## src/rtl/stopwatch_core.sv

```systemverilog
// rtl/stopwatch_core.sv - pause/run/adjust control and BCD MM:SS counter for the stopwatch.
// Every output is a flop; clr_pulse overrides any increment sampled in the same cycle.
module stopwatch_core #(
  parameter int MIN_LIMIT = 59
) (
  input  logic       clk,
  input  logic       rst,
  input  logic       tick_1hz,
  input  logic       tick_adj,
  input  logic       pause_pulse,
  input  logic       clr_pulse,
  input  logic       adj,
  input  logic       sel,
  output logic [3:0] min_tens,
  output logic [3:0] min_ones,
  output logic [3:0] sec_tens,
  output logic [3:0] sec_ones,
  output logic       running,
  output logic       wrap
);

  localparam logic [3:0] LIM_TENS = 4'(MIN_LIMIT / 10);
  localparam logic [3:0] LIM_ONES = 4'(MIN_LIMIT % 10);

  typedef enum logic [1:0] {
    ST_PAUSE  = 2'd0,
    ST_RUN    = 2'd1,
    ST_ADJUST = 2'd2
  } state_t;

  state_t     state_q, state_d;
  logic [3:0] min_tens_q, min_tens_d;
  logic [3:0] min_ones_q, min_ones_d;
  logic [3:0] sec_tens_q, sec_tens_d;
  logic [3:0] sec_ones_q, sec_ones_d;
  logic       running_q, running_d;
  logic       wrap_q, wrap_d;

  logic run_inc, adj_sec, adj_min, step_sec, step_min, sec_max, min_max;

  always_comb begin
    state_d    = state_q;
    min_tens_d = min_tens_q;
    min_ones_d = min_ones_q;
    sec_tens_d = sec_tens_q;
    sec_ones_d = sec_ones_q;
    wrap_d     = 1'b0;

    sec_max  = (sec_tens_q == 4'd5) && (sec_ones_q == 4'd9);
    min_max  = (min_tens_q == LIM_TENS) && (min_ones_q == LIM_ONES);
    run_inc  = (state_q == ST_RUN) && tick_1hz;
    adj_sec  = (state_q == ST_ADJUST) && tick_adj && sel;
    adj_min  = (state_q == ST_ADJUST) && tick_adj && !sel;
    // In ADJUST the seconds field wraps without carrying into minutes.
    step_sec = run_inc || adj_sec;
    step_min = (run_inc && sec_max) || adj_min;

    if (step_sec) begin
      if (sec_ones_q == 4'd9) begin
        sec_ones_d = 4'd0;
        sec_tens_d = (sec_tens_q == 4'd5) ? 4'd0 : sec_tens_q + 4'd1;
      end else begin
        sec_ones_d = sec_ones_q + 4'd1;
      end
    end

    if (step_min) begin
      if (min_max) begin
        min_tens_d = 4'd0;
        min_ones_d = 4'd0;
        wrap_d     = run_inc;
      end else if (min_ones_q == 4'd9) begin
        min_ones_d = 4'd0;
        min_tens_d = min_tens_q + 4'd1;
      end else begin
        min_ones_d = min_ones_q + 4'd1;
      end
    end

    if (clr_pulse) begin
      min_tens_d = 4'd0;
      min_ones_d = 4'd0;
      sec_tens_d = 4'd0;
      sec_ones_d = 4'd0;
      wrap_d     = 1'b0;
    end

    case (state_q)
      ST_PAUSE:  if (adj) state_d = ST_ADJUST; else if (pause_pulse) state_d = ST_RUN;
      ST_RUN:    if (adj) state_d = ST_ADJUST; else if (pause_pulse) state_d = ST_PAUSE;
      ST_ADJUST: if (!adj) state_d = ST_PAUSE;
      default:   state_d = ST_PAUSE;
    endcase

    running_d = (state_d == ST_RUN);
  end

  always_ff @(posedge clk or posedge rst) begin
    if (rst) begin
      state_q    <= ST_PAUSE;
      min_tens_q <= 4'd0;
      min_ones_q <= 4'd0;
      sec_tens_q <= 4'd0;
      sec_ones_q <= 4'd0;
      running_q  <= 1'b0;
      wrap_q     <= 1'b0;
    end else begin
      state_q    <= state_d;
      min_tens_q <= min_tens_d;
      min_ones_q <= min_ones_d;
      sec_tens_q <= sec_tens_d;
      sec_ones_q <= sec_ones_d;
      running_q  <= running_d;
      wrap_q     <= wrap_d;
    end
  end

  assign min_tens = min_tens_q;
  assign min_ones = min_ones_q;
  assign sec_tens = sec_tens_q;
  assign sec_ones = sec_ones_q;
  assign running  = running_q;
  assign wrap     = wrap_q;

endmodule
```

## config.mk

```make
export PLATFORM = sky130hd
export DESIGN_NAME = stopwatch_core
export DESIGN_NICKNAME = d
export VERILOG_FILES = /design/src/rtl/stopwatch_core.sv
export SDC_FILE = /design/constraint.sdc
export NUM_CORES = 1
export LEC_CHECK = 0
export BUFFER_PORTS_ARGS = -buffer_cell sky130_fd_sc_hd__buf_2
export CORE_MARGIN = 2
export CORE_UTILIZATION = 56
export CTS_CLUSTER_SIZE = 40
export DETAILED_ROUTE_END_ITERATION = 8
export PLACE_DENSITY = 0.82
export RECOVER_POWER = 50
export SLEW_MARGIN = 25
export SYNTH_ARGS = -nofsm -noshare
export SYNTH_HDL_FRONTEND = slang
export SYNTH_SLANG_ARGS = --single-unit
```

## constraint.sdc

```tcl
create_clock -name clk -period 3.9 [get_ports clk]
set_input_delay 0.78 -clock clk [delete_from_list [all_inputs] [get_ports clk]]
set_output_delay 0.78 -clock clk [all_outputs]
set_load 0.05 [all_outputs]
```

==> flow_metrics.env <==
export IMPL_min_path_type="flip-flop to flip-flop"
export IMPL_cp_num_buf_inv=0
export IMPL_setup_violations=0
export IMPL_port_buffers=25
export IMPL_switching_share_pct=35.07
export IMPL_cts_tree="yes"
export IMPL_start_util_pct=58.66
export IMPL_finalCritPeriodShare_pct=57.45
export IMPL_ctsResizeCount=0
export IMPL_cts_hold_buf=0
export IMPL_synth_edf_count=0
export IMPL_crit_path_end_kind="flip-flop"
export IMPL_total_power_uw=439.5
export IMPL_rows=16
export IMPL_layout_commonest_cell="buf_2"
export IMPL_die_width_um=48.87
export IMPL_internal_power_uw=285.3
export IMPL_chipHeight_um=48.87
export IMPL_rsz0062_at_grt="false"
export IMPL_clock_skew_ns=0.003293
export IMPL_netlist_cell_type_count=32
export IMPL_startpoint_type="flip-flop"
export IMPL_core_mm2=0.001922
export IMPL_tns_ns=0
export IMPL_placed_cell_area_mm2=0.001267
export IMPL_combPwrFrac_pct=23.8
export IMPL_vias=969
export IMPL_insertion_delay_ns=0.30
export IMPL_path_delay_family="compound AO/OA/AOI/OAI gates"
export IMPL_synth_area_mm2=0.001127
export IMPL_dpl_cell_count=161
export IMPL_dieArea_mm2=0.002388
export IMPL_hold_slack_ns=0.5241
export IMPL_totalWireLength_um=2221
export IMPL_numCtsBuffers=3
export IMPL_hold_viol_final=0
export IMPL_boundaryPins=26
export IMPL_ant_nets=0
export IMPL_syn_area_per_cell_um2=9.976
export IMPL_dp_hpwl_um=1612
export IMPL_cts_sinks=20
export IMPL_p_seq_share_pct=54.1
export IMPL_cts_max_path_buffers=2
export IMPL_drive_gt1_share_pct=21.90
export IMPL_grt_remaining_overflow=0
export IMPL_grt_max_degree=21
export IMPL_final_cells=164
export IMPL_fill_cells=189
export IMPL_pre_cts_slack_ns=1.492
export IMPL_final_setup_worst_slack_ns=1.659
export IMPL_cts_setup_buffers=0
export IMPL_fin_area_mm2=0.001270
export IMPL_finalMaxSlewViolations=0
export IMPL_clock_power_share_pct=22.2
export IMPL_area_growth_pct=12.65
export IMPL_most_common_layout_cells="buf_2 (22), dfrtp_1 (20), o21ai_0 (14), ha_1 (8), nor3_1 (7)"
export IMPL_p_sw_uw=154.1
export IMPL_antenna_found_initial=0
export IMPL_ir_drop_mv=0.2757
export IMPL_yosysTopAreaCell="dfrtp_1"
export IMPL_wl_per_cell_um=13.54
export IMPL_final_core_util_pct=66.08
export IMPL_n_antenna_cell=0
export IMPL_clkTransAtPathRegs_ns=0.11
export IMPL_grt_pass1_vias=926
export IMPL_cp_max_fo=16
export IMPL_outcome="complete, no violations"
export IMPL_setup_worst_path_class="flip-flop to flip-flop"
export IMPL_ys_warn_count=0
export IMPL_yosysTopAreaCellShare_pct=44.40
export IMPL_vias_per_cell=5.909
export IMPL_fin_nets=155
export IMPL_synth_area_leaders="dfrtp_1 (44%), ha_1 (8.9%), o21ai_0 (6.2%)"
export IMPL_max_clock_freq_mhz=446.3
export IMPL_slew_headroom_pct=25.08
export IMPL_cts_max_level=1
export IMPL_worst_endpoint_required_ns=4.10
export IMPL_critPathMaxStageDelay_ns=0.82
export IMPL_cp_arrival_ns=2.44
export IMPL_crit_path_cell_trace="ha_1 > and3b_1 > a31oi_1 > nor3_1 > mux2_2"
export IMPL_grt_pass1_wl_um=4043
export IMPL_synth_seq_cells=20
export IMPL_p_leak_nw=0.5944
export IMPL_syn_inst=113
export IMPL_place_congestion=0.7200
export IMPL_grt_util_all_layers_pct=21.59
export IMPL_clock_root_buffer="clkbuf_4"
export IMPL_dr_pass1_iters=4
export IMPL_drv_cap=0
export IMPL_ys_seq_area_share_pct=44.40
export IMPL_final_min_clock_period_ns=2.241
export IMPL_powerDensity_mw_per_mm2=346.0
export IMPL_synthArstFlopShare_pct=100.0
export IMPL_synth_net_count=129
export IMPL_critPathSlowestCell="a31oi_1"
export IMPL_dr_first_iter_drc_count=8
export IMPL_ys_flop_type="dfrtp_1"
export IMPL_drc_errors=0
export IMPL_tightest_slew_ns=1.115
state kept, by name, summed over array words and instances (netlist names):
register,cells
wrap,1
min_tens,4
running,1
min_ones,4
state_q,2
sec_ones,4
sec_tens,4
synth_stat cells (2+ instances only):
cell      count
dfrtp_1      20
and3b_2       3
inv_1         6
o31ai_1       5
nand2b_1      3
nor2b_1       2
buf_2         3
a21oi_1       6
or4_1         2
o21ai_0      14
nor3_1        7
nor2_1        2
or3_1         4
nor3b_1       2
ha_1          8
nand2_1       6
or4b_1        2
nand3_1       4
area by class of cell:
class                      instances  area [um2]  share of cell area (%)
multi-input combinational         83       569.3                   44.83
sequential                        20       500.5                   39.41
timing repair buffer              25       121.4                   9.557
tap                               27       33.78                   2.660
clock buffer                       3       22.52                   1.773
inverter                           6       22.52                   1.773
final timing paths:
path | startpoint | end | slack [ns] | cells past startpoint
min in group asynchronous | rst | sec_tens[0]$_DFFE_PP0P_ | 0.59 | 2
worst max register to register | sec_ones[0]$_DFFE_PP0P_ | min_tens[3]$_DFFE_PP0P_ | 1.66 | 5
worst min-delay path | state_q[1]$_DFF_PP0_ | running$_DFF_PP0_ | 0.52 | 1
max in group asynchronous | rst | min_tens[3]$_DFFE_PP0P_ | 2.84 | 2
worst max-delay path | sec_ones[0]$_DFFE_PP0P_ | min_tens[3]$_DFFE_PP0P_ | 1.66 | 5
worst min register to register | state_q[1]$_DFF_PP0_ | running$_DFF_PP0_ | 0.52 | 1
metal layers:
metal | vias to the layer above | wire length (um) | GRT usage (%) | part of all wire [%]
met4 | 0 | 44 | 9.524 | 2.0
met2 | 26 | 1110 | 37.21 | 50
met3 | 8 | 82 | 3.067 | 3.7
met5 | - | 0 | 0 | 0
li1 | 466 | - | - | -
met1 | 469 | 983 | 26.92 | 44
power groups by stage:
| stage | sequential, mW | combinational [mW] | clock (mW) |
|---|---|---|---|
| after floorplan | 0.280 | 0.0398 | 0 |
| after global placement | 0.241 | 0.103 | 0 |
| after detailed placement | 0.242 | 0.106 | 0 |
| after CTS | 0.238 | 0.106 | 0.0982 |
| after global routing | 0.241 | 0.116 | 0.105 |
| final | 0.238 | 0.104 | 0.0974 |
worst register-to-register path, delay by kind of cell (launching register included):
family | cells | cell delay (ns)
AOI/OAI and AO/OA | 1 | 0.82
adders and majority gates | 1 | 0.22
DFF | 1 | 0.45
muxes | 1 | 0.31
and+or+nand+nor | 2 | 0.34
kinds of logic (layout without fill, tap and decap cells):
family / after synthesis / in the layout / synth area share [%]
fa+ha+maj: 8 / 8 / 8.879
buf+inv: 10 / 34 / 3.662
compound gates: 29 / 29 / 16.09
flops: 20 / 20 / 44.40
mux: 1 / 1 / 0.9988
simple gates: 44 / 44 / 25.19
xor+xnor: 1 / 1 / 0.7771
Note: power is estimated with default switching activity, not from simulation.
